$ cat src/rtl/pipe_control_unit_if.sv
// Bus between the 5-stage pipeline datapath and its control unit:
// ID-stage instruction fields in, per-stage control bundles out.
interface pipe_control_unit_if #(
    parameter int ALU_CTRL_W = 3,
    parameter int REG_ADDR_W = 5
);
    logic [5:0]            op_code_id;
    logic [5:0]            funct_id;
    logic [REG_ADDR_W-1:0] rs_id;
    logic [REG_ADDR_W-1:0] rt_id;
    logic [REG_ADDR_W-1:0] rd_id;
    logic                  branch_taken_ex;

    logic                  jump_id;
    logic                  illegal_id;
    logic                  stall_o;

    logic                  alu_src_ex;
    logic                  mem_read_ex;
    logic                  branch_ex;
    logic                  bne_ex;
    logic [ALU_CTRL_W-1:0] alu_ctrl_ex;
    logic                  reg_write_ex;
    logic [REG_ADDR_W-1:0] wr_reg_ex;

    logic                  mem_read_mem;
    logic                  mem_write_mem;
    logic                  reg_write_mem;
    logic [REG_ADDR_W-1:0] wr_reg_mem;

    logic                  reg_write_wb;
    logic                  mem_to_reg_wb;
    logic [REG_ADDR_W-1:0] wr_reg_wb;

    // Datapath side: presents the ID instruction, consumes controls.
    modport master (
        output op_code_id, funct_id, rs_id, rt_id, rd_id, branch_taken_ex,
        input  jump_id, illegal_id, stall_o,
        input  alu_src_ex, mem_read_ex, branch_ex, bne_ex, alu_ctrl_ex,
        input  reg_write_ex, wr_reg_ex,
        input  mem_read_mem, mem_write_mem, reg_write_mem, wr_reg_mem,
        input  reg_write_wb, mem_to_reg_wb, wr_reg_wb
    );

    // Control-unit side.
    modport slave (
        input  op_code_id, funct_id, rs_id, rt_id, rd_id, branch_taken_ex,
        output jump_id, illegal_id, stall_o,
        output alu_src_ex, mem_read_ex, branch_ex, bne_ex, alu_ctrl_ex,
        output reg_write_ex, wr_reg_ex,
        output mem_read_mem, mem_write_mem, reg_write_mem, wr_reg_mem,
        output reg_write_wb, mem_to_reg_wb, wr_reg_wb
    );
endinterface

$ cat src/rtl/pipe_control_unit.sv
// Pipelined MIPS control unit: ID decode, ID/EX, EX/MEM, MEM/WB control
// registers, load-use stall detection and bubble insertion on stall/flush.
module pipe_control_unit #(
    parameter int ALU_CTRL_W = 3,
    parameter int EXT_ISA    = 1,
    parameter int REG_ADDR_W = 5
) (
    input  logic          clk,
    input  logic          rst_n,
    pipe_control_unit_if.slave bus
);

    if (ALU_CTRL_W < 3) begin : g_alu_w_check
        $error("pipe_control_unit: ALU_CTRL_W must be at least 3");
    end

    localparam logic [5:0] OP_RTYPE = 6'b000000;
    localparam logic [5:0] OP_LW    = 6'b100011;
    localparam logic [5:0] OP_SW    = 6'b101011;
    localparam logic [5:0] OP_ADDI  = 6'b001000;
    localparam logic [5:0] OP_BEQ   = 6'b000100;
    localparam logic [5:0] OP_J     = 6'b000010;
    localparam logic [5:0] OP_ANDI  = 6'b001100;
    localparam logic [5:0] OP_ORI   = 6'b001101;
    localparam logic [5:0] OP_SLTI  = 6'b001010;
    localparam logic [5:0] OP_BNE   = 6'b000101;

    localparam logic [5:0] F_ADD = 6'b100000;
    localparam logic [5:0] F_SUB = 6'b100010;
    localparam logic [5:0] F_SLT = 6'b101010;
    localparam logic [5:0] F_MUL = 6'b011100;
    localparam logic [5:0] F_AND = 6'b100100;
    localparam logic [5:0] F_OR  = 6'b100101;

    localparam logic [2:0] A_AND = 3'b000;
    localparam logic [2:0] A_OR  = 3'b001;
    localparam logic [2:0] A_ADD = 3'b010;
    localparam logic [2:0] A_SUB = 3'b100;
    localparam logic [2:0] A_MUL = 3'b101;
    localparam logic [2:0] A_SLT = 3'b110;
    localparam logic [2:0] A_BAD = 3'b111;

    typedef struct packed {
        logic                  alu_src;
        logic                  mem_read;
        logic                  mem_write;
        logic                  mem_to_reg;
        logic                  reg_write;
        logic                  branch;
        logic                  bne;
        logic [ALU_CTRL_W-1:0] alu_ctrl;
        logic [REG_ADDR_W-1:0] wr_reg;
    } ex_ctrl_t;

    typedef struct packed {
        logic                  mem_read;
        logic                  mem_write;
        logic                  mem_to_reg;
        logic                  reg_write;
        logic [REG_ADDR_W-1:0] wr_reg;
    } mem_ctrl_t;

    typedef struct packed {
        logic                  mem_to_reg;
        logic                  reg_write;
        logic [REG_ADDR_W-1:0] wr_reg;
    } wb_ctrl_t;

    function automatic logic [ALU_CTRL_W-1:0] alu_code(input logic [2:0] c);
        return ALU_CTRL_W'(c);
    endfunction

    function automatic ex_ctrl_t bubble_bundle();
        ex_ctrl_t b;
        b          = '0;
        b.alu_ctrl = alu_code(A_ADD);
        return b;
    endfunction

    ex_ctrl_t  dec;
    logic      jump_dec;
    logic      illegal_dec;
    logic      stall;
    ex_ctrl_t  ex_d, ex_q;
    mem_ctrl_t mem_d, mem_q;
    wb_ctrl_t  wb_d, wb_q;

    // Anything that is not a recognised encoding falls out as a bubble.
    always_comb begin
        dec         = bubble_bundle();
        jump_dec    = 1'b0;
        illegal_dec = 1'b0;
        case (bus.op_code_id)
            OP_RTYPE: begin
                dec.reg_write = 1'b1;
                dec.wr_reg    = bus.rd_id;
                case (bus.funct_id)
                    F_ADD:   dec.alu_ctrl = alu_code(A_ADD);
                    F_SUB:   dec.alu_ctrl = alu_code(A_SUB);
                    F_SLT:   dec.alu_ctrl = alu_code(A_SLT);
                    F_MUL:   dec.alu_ctrl = alu_code(A_MUL);
                    F_AND:   dec.alu_ctrl = alu_code(A_AND);
                    F_OR:    dec.alu_ctrl = alu_code(A_OR);
                    default: begin
                        dec.alu_ctrl  = alu_code(A_BAD);
                        dec.reg_write = 1'b0;
                        illegal_dec   = 1'b1;
                    end
                endcase
            end
            OP_LW: begin
                dec.alu_src    = 1'b1;
                dec.mem_read   = 1'b1;
                dec.mem_to_reg = 1'b1;
                dec.reg_write  = 1'b1;
                dec.wr_reg     = bus.rt_id;
            end
            OP_SW: begin
                dec.alu_src   = 1'b1;
                dec.mem_write = 1'b1;
            end
            OP_ADDI: begin
                dec.alu_src   = 1'b1;
                dec.reg_write = 1'b1;
                dec.wr_reg    = bus.rt_id;
            end
            OP_BEQ: begin
                dec.branch   = 1'b1;
                dec.alu_ctrl = alu_code(A_SUB);
            end
            OP_J: jump_dec = 1'b1;
            OP_ANDI, OP_ORI, OP_SLTI: begin
                if (EXT_ISA != 0) begin
                    dec.alu_src   = 1'b1;
                    dec.reg_write = 1'b1;
                    dec.wr_reg    = bus.rt_id;
                    if (bus.op_code_id == OP_ANDI)
                        dec.alu_ctrl = alu_code(A_AND);
                    else if (bus.op_code_id == OP_ORI)
                        dec.alu_ctrl = alu_code(A_OR);
                    else
                        dec.alu_ctrl = alu_code(A_SLT);
                end else begin
                    illegal_dec = 1'b1;
                end
            end
            OP_BNE: begin
                if (EXT_ISA != 0) begin
                    dec.branch   = 1'b1;
                    dec.bne      = 1'b1;
                    dec.alu_ctrl = alu_code(A_SUB);
                end else begin
                    illegal_dec = 1'b1;
                end
            end
            default: illegal_dec = 1'b1;
        endcase
    end

    // rt is compared for every opcode; a spurious stall only costs a cycle.
    assign stall = ex_q.mem_read & ex_q.reg_write & (ex_q.wr_reg != '0) &
                   ((ex_q.wr_reg == bus.rs_id) | (ex_q.wr_reg == bus.rt_id));

    always_comb begin
        ex_d = (stall | bus.branch_taken_ex) ? bubble_bundle() : dec;

        mem_d.mem_read   = ex_q.mem_read;
        mem_d.mem_write  = ex_q.mem_write;
        mem_d.mem_to_reg = ex_q.mem_to_reg;
        mem_d.reg_write  = ex_q.reg_write;
        mem_d.wr_reg     = ex_q.wr_reg;

        wb_d.mem_to_reg  = mem_q.mem_to_reg;
        wb_d.reg_write   = mem_q.reg_write;
        wb_d.wr_reg      = mem_q.wr_reg;
    end

    always_ff @(posedge clk or negedge rst_n) begin
        if (!rst_n) begin
            ex_q  <= bubble_bundle();
            mem_q <= '0;
            wb_q  <= '0;
        end else begin
            ex_q  <= ex_d;
            mem_q <= mem_d;
            wb_q  <= wb_d;
        end
    end

    assign bus.jump_id       = jump_dec;
    assign bus.illegal_id    = illegal_dec;
    assign bus.stall_o       = stall;

    assign bus.alu_src_ex    = ex_q.alu_src;
    assign bus.mem_read_ex   = ex_q.mem_read;
    assign bus.branch_ex     = ex_q.branch;
    assign bus.bne_ex        = ex_q.bne;
    assign bus.alu_ctrl_ex   = ex_q.alu_ctrl;
    assign bus.reg_write_ex  = ex_q.reg_write;
    assign bus.wr_reg_ex     = ex_q.wr_reg;

    assign bus.mem_read_mem  = mem_q.mem_read;
    assign bus.mem_write_mem = mem_q.mem_write;
    assign bus.reg_write_mem = mem_q.reg_write;
    assign bus.wr_reg_mem    = mem_q.wr_reg;

    assign bus.reg_write_wb  = wb_q.reg_write;
    assign bus.mem_to_reg_wb = wb_q.mem_to_reg;
    assign bus.wr_reg_wb     = wb_q.wr_reg;

endmodule
$ cat src/flat_wrapper.sv
// flat-port wrapper written by rule: the top's interface ports become plain ports
module pipe_control_unit_flat 
#(
    parameter int ALU_CTRL_W = 3,
    parameter int EXT_ISA    = 1,
    parameter int REG_ADDR_W = 5
)
  (clk, rst_n, bus_op_code_id, bus_funct_id, bus_rs_id, bus_rt_id, bus_rd_id, bus_branch_taken_ex, bus_jump_id, bus_illegal_id, bus_stall_o, bus_alu_src_ex, bus_mem_read_ex, bus_branch_ex, bus_bne_ex, bus_alu_ctrl_ex, bus_reg_write_ex, bus_wr_reg_ex, bus_mem_read_mem, bus_mem_write_mem, bus_reg_write_mem, bus_wr_reg_mem, bus_reg_write_wb, bus_mem_to_reg_wb, bus_wr_reg_wb);
  pipe_control_unit_if #(.ALU_CTRL_W(ALU_CTRL_W), .REG_ADDR_W(REG_ADDR_W)) bus_i ();
  input  logic clk;
  input  logic rst_n;
  input wire logic [$bits(bus_i.op_code_id)-1:0] bus_op_code_id;
  input wire logic [$bits(bus_i.funct_id)-1:0] bus_funct_id;
  input wire logic [$bits(bus_i.rs_id)-1:0] bus_rs_id;
  input wire logic [$bits(bus_i.rt_id)-1:0] bus_rt_id;
  input wire logic [$bits(bus_i.rd_id)-1:0] bus_rd_id;
  input wire logic [$bits(bus_i.branch_taken_ex)-1:0] bus_branch_taken_ex;
  output wire logic [$bits(bus_i.jump_id)-1:0] bus_jump_id;
  output wire logic [$bits(bus_i.illegal_id)-1:0] bus_illegal_id;
  output wire logic [$bits(bus_i.stall_o)-1:0] bus_stall_o;
  output wire logic [$bits(bus_i.alu_src_ex)-1:0] bus_alu_src_ex;
  output wire logic [$bits(bus_i.mem_read_ex)-1:0] bus_mem_read_ex;
  output wire logic [$bits(bus_i.branch_ex)-1:0] bus_branch_ex;
  output wire logic [$bits(bus_i.bne_ex)-1:0] bus_bne_ex;
  output wire logic [$bits(bus_i.alu_ctrl_ex)-1:0] bus_alu_ctrl_ex;
  output wire logic [$bits(bus_i.reg_write_ex)-1:0] bus_reg_write_ex;
  output wire logic [$bits(bus_i.wr_reg_ex)-1:0] bus_wr_reg_ex;
  output wire logic [$bits(bus_i.mem_read_mem)-1:0] bus_mem_read_mem;
  output wire logic [$bits(bus_i.mem_write_mem)-1:0] bus_mem_write_mem;
  output wire logic [$bits(bus_i.reg_write_mem)-1:0] bus_reg_write_mem;
  output wire logic [$bits(bus_i.wr_reg_mem)-1:0] bus_wr_reg_mem;
  output wire logic [$bits(bus_i.reg_write_wb)-1:0] bus_reg_write_wb;
  output wire logic [$bits(bus_i.mem_to_reg_wb)-1:0] bus_mem_to_reg_wb;
  output wire logic [$bits(bus_i.wr_reg_wb)-1:0] bus_wr_reg_wb;
  assign bus_i.op_code_id = bus_op_code_id;
  assign bus_i.funct_id = bus_funct_id;
  assign bus_i.rs_id = bus_rs_id;
  assign bus_i.rt_id = bus_rt_id;
  assign bus_i.rd_id = bus_rd_id;
  assign bus_i.branch_taken_ex = bus_branch_taken_ex;
  assign bus_jump_id = bus_i.jump_id;
  assign bus_illegal_id = bus_i.illegal_id;
  assign bus_stall_o = bus_i.stall_o;
  assign bus_alu_src_ex = bus_i.alu_src_ex;
  assign bus_mem_read_ex = bus_i.mem_read_ex;
  assign bus_branch_ex = bus_i.branch_ex;
  assign bus_bne_ex = bus_i.bne_ex;
  assign bus_alu_ctrl_ex = bus_i.alu_ctrl_ex;
  assign bus_reg_write_ex = bus_i.reg_write_ex;
  assign bus_wr_reg_ex = bus_i.wr_reg_ex;
  assign bus_mem_read_mem = bus_i.mem_read_mem;
  assign bus_mem_write_mem = bus_i.mem_write_mem;
  assign bus_reg_write_mem = bus_i.reg_write_mem;
  assign bus_wr_reg_mem = bus_i.wr_reg_mem;
  assign bus_reg_write_wb = bus_i.reg_write_wb;
  assign bus_mem_to_reg_wb = bus_i.mem_to_reg_wb;
  assign bus_wr_reg_wb = bus_i.wr_reg_wb;
  pipe_control_unit #(.ALU_CTRL_W(ALU_CTRL_W), .EXT_ISA(EXT_ISA), .REG_ADDR_W(REG_ADDR_W)) u_core (.clk(clk), .rst_n(rst_n), .bus(bus_i));
endmodule
$ cat config.mk
export PLATFORM = sky130hd
export DESIGN_NAME = pipe_control_unit_flat
export DESIGN_NICKNAME = d
export VERILOG_FILES = /design/src/rtl/pipe_control_unit_if.sv /design/src/rtl/pipe_control_unit.sv /design/src/flat_wrapper.sv
export SDC_FILE = /design/constraint.sdc
export NUM_CORES = 1
export LEC_CHECK = 0
export ABC_AREA = 1
export CORE_MARGIN = 3
export CORE_UTILIZATION = 38
export CTS_CLUSTER_DIAMETER = 60
export DETAILED_ROUTE_END_ITERATION = 6
export GPL_TIMING_DRIVEN = 0
export HOLD_SLACK_MARGIN = 0.02
export PLACE_DENSITY_LB_ADDON = 0.08
export SKIP_CTS_REPAIR_TIMING = 1
export SLEW_MARGIN = 20
export SYNTH_ARGS = -nofsm -noshare
export SYNTH_HDL_FRONTEND = slang
export SYNTH_SLANG_ARGS = --single-unit
$ cat constraint.sdc
create_clock -name clk -period 1.3 [get_ports clk]
set_input_delay 0.195 -clock clk [delete_from_list [all_inputs] [get_ports clk]]
set_output_delay 0.195 -clock clk [all_outputs]
set_load 0.01 [all_outputs]
# [Word level (Yosys, flattened, before mapping)]
# Cells that the tools add are included.
[word_totals] regBits=31 inputBits=30 out_inout_bits=31 word_cells=63
[classes] n_eq_ne=17 n_mux=16 bitwise=5 reduce_logical=8
[op_table] operator="$eq 6x6->1 const B" n=7
[op_table] operator="$eq 6x4->1 const B" n=4
[op_table] operator="$pmux 3 s6" n=1
[op_table] operator="$mux 15" n=1
[op_table] operator="$eq 6x3->1 const B" n=2
[op_table] operator="$reduce_or 6->1" n=2
[op_table] operator="$eq 5x5->1" n=2
[op_table] operator="$pmux 5 s2" n=1
[op_table] operator="$pmux 3 s3" n=1
[op_table] operator="$reduce_or 9->1" n=1
[op_table] operator="$mux 1" n=8
[op_table] operator="$eq 6x2->1 const B" n=1
[op_table] operator="$eq 6x5->1 const B" n=1
[op_table] operator="$logic_not 6->1" n=1
[op_table] operator="$mux 3" n=2
[op_table] operator="$reduce_bool 5->1" n=1
[op_table] operator="$reduce_or 5->1" n=1
[op_table] operator="$pmux 1 s2" n=2
[op_table] operator="$and 1x1->1" n=3
[op_table] operator="$reduce_or 3->1" n=1
[op_table] operator="$or 1x1->1" n=2
[op_table] operator="$reduce_or 2->1" n=1

# [Longest topological paths before layout]
# Gate-level depths: netlist of the first run.
[logic_depth] depth_word=5 depth_mapped=10 depth_no_buf=10

# [Worst setup path after synthesis of the first run]
# Ideal clock, no wire load.
[synth_timing] kind="reg-to-reg" start="reg u_core.ex_q, in the netlist u_core.bus.wr_reg_ex[3]" end="reg u_core.ex_q, in the netlist u_core.bus.branch_ex" setup_time_ns=0.121 arrival_ns=1.089 required_ns=1.179 slack_ns=0.090 stages_incl_launch_ff=11 n_path_buf=1 period_less_slack_ns=1.210 cell_sequence="dfrtp_1 inv_1 nand2_1 o21ai_0 nor2_1 nand3_1 nand2_1 nand2_1 nand2_2 buf_6 nor2_1"
[synth_lines] item="start: declaration" line_no="pipe_control_unit.sv:84" source="ex_ctrl_t ex_d, ex_q;"
[synth_lines] item="start signal: assignment" line_no="pipe_control_unit.sv:180" source="ex_q <= bubble_bundle();"

# [Final worst setup path of the first run]
[layout_timing] start="reg u_core.ex_q, in the netlist u_core.bus.wr_reg_ex[3]" end="out bus_stall_o"
[layout_between] elab_chain_cells=3 elab_cells_between_ends=6 classes_between="eq/ne (2); bitwise (3); reduce/logical (1)"
[layout_rtl] item="$eq 5x5->1 / $reduce_bool 5->1 (equally long branches)" line_no="pipe_control_unit.sv:162, pipe_control_unit.sv:161"
[layout_rtl] item="$or 1x1->1 / $and 1x1->1 (equally long branches)" line_no="pipe_control_unit.sv:162, pipe_control_unit.sv:161"
[layout_rtl] item="$and 1x1->1 *" line_no="pipe_control_unit.sv:161" source="assign stall = ex_q.mem_read & ex_q.reg_write & (ex_q.wr_reg != '0) &"
[layout_rtl] item="end: declaration" line_no="flat_wrapper.sv:20" source="output wire logic [$bits(bus_i.stall_o)-1:0] bus_stall_o;"
# Every way passes the cells marked *; elsewhere a longest branch is shown, timed or not.

==> metrics, run 1 <==
vias in the first global route=about 1.2k; PD cells=~790 nW/µm²; DRT Pass-1 Iters=4; Area after DPL=roughly 2100 µm²; worst setup path class=reg -> out; IO buf count=60; maxcap violations=0; DRT antenna net count=0; die height=68.5 µm; Fin. Hold Viols=0; via count=between 1k and 1.5k; most frequent cell after synthesis=nand2_1; Crit Path Max Fanout=5; Slew Viols, Final=0; worst setup margin=-304 ps; CTS sink cnt=29; #FFs+latches synth=29; root buffer cell=clkbuf_8; TritonCTS Buffers=5; syn nets=219; Async SR Flop Fraction=100%; met2 usage=about 23%; met3 Usage GRT=about 4.5%; initial antenna violation count=0; Worst path slowest cell=dfrtp_2; DP HPWL=between 2 and 3 mm; failing checks=setup timing; critical path startpoint category=flip-flop; Core ar.=roughly 3700 µm²; Final Cycle Share=123%; min Tclk post-route=~1600 ps; final setup TNS=-1370 ps; DR DRC count=0; Synth top area share=approximately 47%; routed len/inst=10.9 µm; crit end category=primary output; Clock transition at path regs=~60 ps; die area=around 4700 µm²; Yosys warning total=0; Max stage delay on crit path=450 ps; HP Class=in -> reg; grt ovf=0; Netlist cell types=22; fin area=between 2000 and 2500 µm²; largest net degree at the start of global routing=30; Total Wirelength=3.43 mm; num rows=22; CTS max path bufs=2; Total GRT Usage=between 15 and 20%; clk_skew=between 5 and 6 ps; Avg Synthesized Cell Area=between 7 and 8 µm²; diodes inserted=0; DIE WIDTH=between 60 and 70 µm; Final #Nets=~290; M1 GR Usage=20.9%; top cell types by occurrence after synthesis=nand2_1, inv_1, nor2_1; Top-Level Pins=61; CTS tree=built; area grow syn2layout=63.5%; gr busiest metal=met2; placed cell count=about 300; mapped cell area=between 1000 and 1500 µm²; cell taking the most area after synthesis=dfrtp_1; fin util=around two thirds; Vias/cell=4.48; CP Data Required Time=between 1000 and 1500 ps; top cells by area, synth=dfrtp_1, nand2_1, inv_1, nor2_1, nand3_1; clk_lat worst skew=~280 ps; Worst IR Drop VDD=0.000449 V; Seq/Total Area, Yosys=48.9%; FILL cells=approximately 320; worst-margin pin slew=620 ps; arrival time at the worst endpoint=~1400 ps; first-pass GRT wire length=about 5.3 mm; Cell Count, Final, Fillers Out=~310; Lkg Pwr=about 0.0017 µW; Top FF cell, synth=dfrtp_1; H-tree levels=2; EDFF count, synth=0; FMAX=between 600 and 700 MHz; worst path cell trace=inv_2 -> o21ai_1 -> nor2_1 -> nand3_1 -> nand2_2 -> nand2_2 -> inv_2 -> buf_6; Placer Congestion=0.708; RSZ-0062 raised after global routing=true; Slew headroom=58.7%; initial core utilization=between 30% and 40%; Mapped Cells=about 190; Setup violations, final=12; Iter 0 DRT Violations=66; layout cell share with drive strength beyond 1=approximately 22%; status=complete, but fails checks
worst paths after layout:
check	start	end	slack, ps	cells past startpoint
worst max register to register	u_core.bus.wr_reg_ex[3]	u_core.bus.alu_ctrl_ex[2]	-110	9
worst max-delay path	u_core.bus.wr_reg_ex[3]	bus_stall_o	-300	8
worst min-delay path	bus_op_code_id[0]	u_core.bus.bne_ex	270	3
min in group asynchronous	rst_n	u_core.bus.wr_reg_ex[1]	480	2
max in group asynchronous	rst_n	u_core.bus.wr_reg_ex[3]	380	2
worst min register to register	u_core.ex_q[12]	u_core.bus.mem_write_mem	350	0
logic make-up after synthesis:
logic type | Yosys count | synth area share (%)
and+or+nand+nor | 103 | 31.3
buffers and inverters | 42 | 13.4
DFF | 29 | 48.9
AOI/OAI and AO/OA | 13 | 5.22
xor gates and xnor gates | 2 | 1.18
flip-flops by register name, summed over array words and instances, names as in the netlist:
signal and cells:
u_core.bus.alu_ctrl_ex 3, u_core.bus.alu_src_ex 1, u_core.bus.bne_ex 1, u_core.bus.branch_ex 1, u_core.bus.mem_read_ex 1, u_core.bus.mem_read_mem 1
u_core.bus.mem_to_reg_wb 1, u_core.bus.mem_write_mem 1, u_core.bus.reg_write_ex 1, u_core.bus.reg_write_mem 1, u_core.bus.reg_write_wb 1, u_core.bus.wr_reg_ex 5
u_core.bus.wr_reg_mem 5, u_core.bus.wr_reg_wb 5, u_core.ex_q 1
power by group:
group / leakage (µW) / switching, µW / internal (µW)
Sequential: 0.000395 / 8.35 / 918
Clock: 0.0000450 / 328 / 370
Combinational: 0.00130 / 142 / 156
per-stage QoR:
stage	setup slack (ps)	hold WS, ps	power [µW]
after floorplan	90.3	-101	1060
after global placement	-957	336	1230
after detailed placement	-949	251	1230
after CTS	-956	-51.3	1930
after global routing	-428	282	2010
final	-304	275	1920
critical path, delay by kind of cell (launching register included):
kind / cells / cell delay [ps]
buf+inv: 3 / 220
compound gates: 1 / 60
flops: 1 / 450
simple gates: 4 / 400
final cells by class:
cell class                      instances  area (µm²)  share of cell area (%)
Sequential cell                        29         731                    30.1
Inverter                               32         120                    4.95
Multi-Input combinational cell        118         594                    24.5
Tap cell                               48        60.1                    2.47
Clock inverter                          2        10.0                   0.412
Clock buffer                            6        72.6                    2.99
Timing Repair Buffer                   68         754                    31.1
Buffer                                 10        86.3                    3.55
cells in the final DEF, fill, tap and decap left out:
| cell type | n |
|---|---|
| nand3_1 | 14 |
| o21ai_1 | 1 |
| dfstp_2 | 1 |
| dfrtp_1 | 25 |
| inv_1 | 26 |
| o21ai_0 | 2 |
| clkinv_2 | 2 |
| o21a_1 | 5 |
| inv_2 | 6 |
| clkbuf_1 | 1 |
| dlymetal6s2s_1 | 38 |
| nand3b_1 | 1 |
| nor2_4 | 3 |
| nand2_2 | 6 |
| buf_4 | 13 |
| clkdlybuf4s50_1 | 16 |
| buf_6 | 6 |
| nand2_1 | 37 |
| nor3_2 | 1 |
| buf_8 | 1 |
| nor2_1 | 27 |
| nor3_1 | 1 |
| a21oi_1 | 5 |
| nor2_2 | 5 |
| buf_2 | 2 |
| nand4_1 | 3 |
| dfrtp_2 | 3 |
| clkbuf_8 | 5 |
| nor3b_1 | 2 |
| dlygate4sd3_1 | 1 |
| clkbuf_2 | 1 |
| xnor2_1 | 2 |
| nand3_2 | 3 |
per-layer routing:
layer  vias to the layer above  part of all wire, %  wire length, µm
li1                        725                    -                -
met1                       629                   45             1540
met2                        44                   46             1590
met3                         5                  7.4              254
met4                         0                  1.3               43
met5                         -                    0                0
Note: power is estimated with default switching activity, not from simulation.
==> inputs of run 2 (changes only) <==
--- a/config.mk
+++ b/config.mk
@@ -6,13 +6,15 @@
 export NUM_CORES = 1
 export LEC_CHECK = 0
 export ABC_AREA = 1
-export CORE_MARGIN = 3
+export CORE_ASPECT_RATIO = 0.8
+export CORE_MARGIN = 2
 export CORE_UTILIZATION = 38
 export CTS_CLUSTER_DIAMETER = 60
 export DETAILED_ROUTE_END_ITERATION = 6
 export GPL_TIMING_DRIVEN = 0
 export HOLD_SLACK_MARGIN = 0.02
 export PLACE_DENSITY_LB_ADDON = 0.08
+export REMOVE_ABC_BUFFERS = 1
 export SKIP_CTS_REPAIR_TIMING = 1
 export SLEW_MARGIN = 20
 export SYNTH_ARGS = -nofsm -noshare
==> metrics, run 2 (synthesized netlist as in run 1, its figures left out) <==
status=complete, but fails checks; failing checks=setup timing; H-tree levels=2 (unchanged); die area=4430 µm² (-5.7%); arrival time at the worst endpoint=1390 ps (-20 ps); DRT antenna net count=0 (unchanged); Clock transition at path regs=60 ps (about the same); CP Data Required Time=1110 ps (about the same); Worst path most repeated cell=nand2_2; worst-margin pin slew=650 ps (+30.3 ps); Vias/cell=4.45 (-0.67%); Iter 0 DRT Violations=58 (-12%); clk_skew=4.07 ps (-1.90 ps); root buffer cell=clkbuf_8; initial antenna violation count=0 (unchanged); Crit Path Max Fanout=5 (unchanged); worst path cell trace=inv_2 -> nand2_2 -> nand2_2 -> nor2_2 -> nand3_1 -> nand2_2 -> nand2_2 -> inv_2 -> buf_6; RSZ-0062 raised after global routing=true; CTS sink cnt=29 (unchanged); min Tclk post-route=1590 ps (-19.1 ps); Placer Congestion=0.777 (+9.7%); diodes inserted=0 (unchanged); CTS max path bufs=2 (unchanged); Final #Nets=288 (-2.0%); worst setup path class=reg -> out; fin util=64.7% (-0.62 points); CP delay by family, top=simple AND/OR/NAND/NOR gates; CTS tree=built; initial core utilization=39.3% (-0.66 points); IO buf count=60 (unchanged); clk_lat worst skew=280 ps (about the same); Lkg Pwr=0.00176 µW (+1.1%); Total Wirelength=3.67 mm (+7.1%); worst setup margin=-285 ps (+19.1 ps); Hold WS=242 ps (-32.7 ps); DIE WIDTH=73.9 µm (+7.9%); Fin. Hold Viols=0 (unchanged); vias in the first global route=1,247 (+5.6%); Setup violations, final=15 (+3); Worst path slowest cell=dfrtp_1; die height=59.9 µm (-13%); area grow syn2layout=64.7%; most frequent cells in the layout=dlymetal6s2s_1, nand2_1, nor2_1; Area after DPL=2070 µm² (-3.3%); layout cell share with drive strength beyond 1=19.7% (-2.2 points); DP HPWL=2.50 mm (-0.68%); num rows=20 (-9.1%); via count=1,398 (-0.36%); HP Class=in -> reg; Top-Level Pins=61 (unchanged); largest net degree at the start of global routing=30 (unchanged); Slew headroom=56.7% (-2.0 points); Total GRT Usage=16.8% (+1.5 points); Worst IR Drop VDD=0.000558 V (+24%); Slew Viols, Final=0 (unchanged); FMAX=631 MHz (+1.2%); DR DRC count=0 (unchanged); commonest non-fill, non-tap cell in the layout=dlymetal6s2s_1; critical path startpoint category=flip-flop; first-pass GRT wire length=5.58 mm (+5.9%); DRT Pass-1 Iters=4 (unchanged); routed len/inst=11.7 µm (+6.7%); TritonCTS Buffers=5 (unchanged); grt ovf=0 (unchanged); fin area=2450 µm² (+0.72%); Final Cycle Share=122% (-1.5 points); crit end category=primary output; PD cells=899 nW/µm² (+14%); WP buf/inv=3 (unchanged); maxcap violations=0 (unchanged); Core ar.=3780 µm² (+1.7%); Max stage delay on crit path=420 ps (-30 ps)
run 2: changes by cell type in the layout (fill, tap and decap cells not counted), sizes merged:
cell,change
clkbuf,+2
dlymetal6s2s,+2
nand2,+1
bufinv,+1
clkinv,-2
buf,-10
run 2: power breakdown:
group          switching, µW  leakage (µW)  internal, µW
registers               7.79      0.000396           918
logic                    153       0.00131           155
clock network            341     0.0000585           624
run 2: area by class of cell:
cell class	count	area, µm²
clock buffer	7	86.3
clock inverter	1	30.0
fill	327	1330
inverter	32	120
multi-input combinational	119	639
sequential	29	729
tap	55	68.8
timing repair buffer	71	772
run 2: path summary, 6_finish.rpt:
path,cells after the start,slack [ps],endpoint,startpoint
worst max-delay path,9,-290,bus_stall_o,u_core.bus.wr_reg_ex[1]
worst min-delay path,3,240,u_core.bus.bne_ex,bus_op_code_id[0]
worst max register to register,9,-110,u_core.bus.alu_ctrl_ex[2],u_core.bus.wr_reg_ex[3]
worst min register to register,0,360,u_core.bus.mem_write_mem,u_core.ex_q[12]
max in group asynchronous,2,350,u_core.bus.wr_reg_ex[4],rst_n
min in group asynchronous,2,480,u_core.bus.wr_reg_wb[1],rst_n
run 2: layer usage:
layer	global-route usage, %	up-vias	wire (µm)
li1	-	716	-
met1	23.9	643	1880
met2	24.4	35	1570
met3	5.40	4	189
met4	5.45	0	27
met5	0	-	0
run 2: worst min-delay path, stage by stage:
cell and delay [ps]:
clkbuf_2 130, nand4_1 110, nor2_1 50
run 2: through the flow:
| stage | total power, µW | instances | setup TNS, ps | setup slack [ps] |
|---|---|---|---|---|
| floorplan | 1050 | 179 | 0 | 58.7 |
| global placement | 1220 | 294 | -19100 | -960 |
| detailed placement | 1220 | 294 | -7160 | -962 |
| CTS | 2190 | 302 | -6210 | -976 |
| global route | 2290 | 314 | -3290 | -406 |
| finish | 2200 | 314 | -1410 | -285 |
==> inputs of run 3 (changes only) <==
--- a/config.mk
+++ b/config.mk
@@ -6,12 +6,13 @@
 export NUM_CORES = 1
 export LEC_CHECK = 0
 export ABC_AREA = 1
+export CAP_MARGIN = 20
 export CORE_ASPECT_RATIO = 0.8
 export CORE_MARGIN = 2
 export CORE_UTILIZATION = 38
 export CTS_CLUSTER_DIAMETER = 60
 export DETAILED_ROUTE_END_ITERATION = 6
-export GPL_TIMING_DRIVEN = 0
+export GPL_TIMING_DRIVEN = 1
 export HOLD_SLACK_MARGIN = 0.02
 export PLACE_DENSITY_LB_ADDON = 0.08
 export REMOVE_ABC_BUFFERS = 1
==> constraint.sdc (replaced) <==
create_clock -name clk -period 1.3 [get_ports clk]
set_input_delay 0.13 -clock clk [delete_from_list [all_inputs] [get_ports clk]]
set_output_delay 0.13 -clock clk [all_outputs]
set_load 0.01 [all_outputs]
==> metrics, run 3 (synthesized netlist as in run 1, its figures left out) <==
initial core utilization=39.3% (unchanged); Clk network pwr share=46.6% (+2.7 points); Worst path slowest cell=dfrtp_1; fin util=70.2% (+5.5 points); via count=1,481 (+5.9%); Final Cycle Share=120% (-2.3 points); Vias/cell=4.36 (-2.2%); Placer Congestion=0.783 (+0.85%); Slew headroom=77.3% (+21 points); commonest non-fill, non-tap cell in the layout=nand2_1; Total Wirelength=3.84 mm (+4.7%); H-tree levels=2 (unchanged); critical path startpoint category=flip-flop; layout cell share with drive strength beyond 1=30.2% (+10 points); DIE WIDTH=73.9 µm (unchanged); Clock transition at path regs=70 ps (about the same); PD cells=902 nW/µm² (+0.35%); maxcap violations=0 (unchanged); CTS sink cnt=29 (unchanged); num rows=20 (unchanged); FMAX=643 MHz (+2.0%); largest net degree at the start of global routing=30 (unchanged); r2r startpoint=u_core.bus.wr_reg_ex[0]; register area=731 µm² (+0.17%); grt ovf=0 (unchanged); Net Sw Frac=21.9% (-0.92 points); logic gate share of total power=14.7% (+0.7 points); TritonCTS Buffers=5 (unchanged); DR DRC count=0 (unchanged); HP Class=in -> async; vias in the first global route=1,298 (+4.1%); net switching power=524 µW (+4.5%); failing checks=setup timing; worst path cell trace=inv_2 -> nand2_1 -> o21ai_1 -> nor2_1 -> nand3_1 -> nand2_2 -> nand2_2 -> inv_2 -> buf_6; status=complete, but fails checks; IO buf count=60 (unchanged); Final #Nets=314 (+9.0%); die height=59.9 µm (unchanged); routed len/inst=11.3 µm (-3.3%); Top-Level Pins=61 (unchanged); Fin. Hold Viols=0 (unchanged); Critical Path Source=u_core.bus.wr_reg_ex[0]; Core ar.=3780 µm² (unchanged); CP Data Required Time=1170 ps (+60 ps); clk_skew=8.00 ps (+3.93 ps); diodes inserted=0 (unchanged); RSZ-0062 raised after global routing=true; footprint of the multi-input gates=656 µm² (+2.5%); clk_lat worst skew=280 ps (about the same); Worst IR Drop VDD=0.000496 V (-11%); DRT Pass-1 Iters=4 (unchanged); Setup WS pre-CTS=-668 ps (+295 ps); root buffer cell=clkbuf_8; area grow syn2layout=78.7%; worst-margin pin slew=340 ps (-310 ps); worst setup margin=-255 ps (+30.3 ps); worst setup path class=reg -> out; most frequent cells in the layout=nand2_1, buf_4, dlymetal6s2s_1; DRT antenna net count=0 (unchanged); CTS tree=built; FILL cells=305 (-6.7%); min Tclk post-route=1550 ps (-30.3 ps); arrival time at the worst endpoint=1420 ps (+30 ps); Iter 0 DRT Violations=41 (-29%); Max stage delay on crit path=390 ps (-30 ps); P_int=1870 µW (+10%); DP HPWL=2.66 mm (+6.6%); Crit Path Max Fanout=4 (-1); part of the power in registers=38.7% (-3.4 points); die area=4430 µm² (unchanged); Slew Viols, Final=0 (unchanged); initial antenna violation count=0 (unchanged); crit end category=primary output; Lkg Pwr=0.00171 µW (-3.1%); CTS max path bufs=2 (unchanged); Setup violations, final=14 (-1); first-pass GRT wire length=5.82 mm (+4.3%); Total GRT Usage=17.5% (+0.62 points)
==> run 3: cell count changes in the layout (fill, tap and decap cells not counted), moves of 2 or more <==
| cell | before | now |
|---|---|---|
| nor2_1 | 27 | 22 |
| buf_4 | 10 | 36 |
| nor2_2 | 4 | 10 |
| dlymetal6s2s_1 | 40 | 29 |
| clkbuf_2 | 2 | 4 |
| clkdlybuf4s50_1 | 16 | 26 |
==> run 3: worst paths after layout <==
check                      cells after the start  slack [ps]                        end
max                                            9        -250                bus_stall_o
min                                            2         200    u_core.bus.wr_reg_wb[0]
max reg2reg                                   10        -140      u_core.bus.alu_src_ex
min reg2reg                                    0         350   u_core.bus.mem_write_mem
max in group asynchronous                      2         860  u_core.bus.alu_ctrl_ex[1]
min in group clk                               4         260          u_core.bus.bne_ex
==> run 3: area by class of cell <==
type                            instances  share of cell area [%]
Clock buffer                            5                    2.59
Clock inverter                          3                    2.45
Inverter                               32                    4.53
Multi-Input combinational cell        119                    24.7
Sequential cell                        29                    27.5
Tap cell                               55                    2.59
Timing Repair Buffer                   97                    35.6
==> run 3: power by group through the flow <==
| stage | registers, µW | clock network (µW) | logic (µW) |
|---|---|---|---|
| finish | 926 | 1110 | 353 |
| global route | 927 | 1180 | 391 |
| CTS | 925 | 1130 | 333 |
| detailed placement | 942 | 0 | 332 |
| global placement | 941 | 0 | 330 |
| floorplan | 949 | 0 | 98.2 |
==> run 3: per-stage QoR <==
stage | hold slack (ps) | cells | power [µW] | cell area [µm²] | setup TNS (ps)
after global placement | 335 | 326 | 1270 | 2330 | -6930
final | 203 | 340 | 2390 | 2650 | -1890
after detailed placement | 335 | 326 | 1270 | 2330 | -7480
after CTS | 206 | 334 | 2390 | 2460 | -6330
after floorplan | -166 | 179 | 1050 | 1410 | 0
after global routing | 216 | 340 | 2500 | 2650 | -3120
==> run 3: worst max-delay path: cells and delay by family, from the launching register on <==
family / cells / cell delay (ps)
AOI/OAI and AO/OA: 1 / 80
buffers and inverters: 3 / 210
DFF: 1 / 390
and+or+nand+nor: 5 / 470
==> run 3: routing by layer <==
metal | global-route usage, % | wire length, µm | up-vias | share of wire [%]
met4 | 6.23 | 40 | 0 | 1.0
met5 | 0 | 0 | - | 0
met3 | 5.23 | 231 | 7 | 6.0
met1 | 25.0 | 1840 | 661 | 48
met2 | 25.0 | 1730 | 48 | 45
li1 | - | - | 765 | -
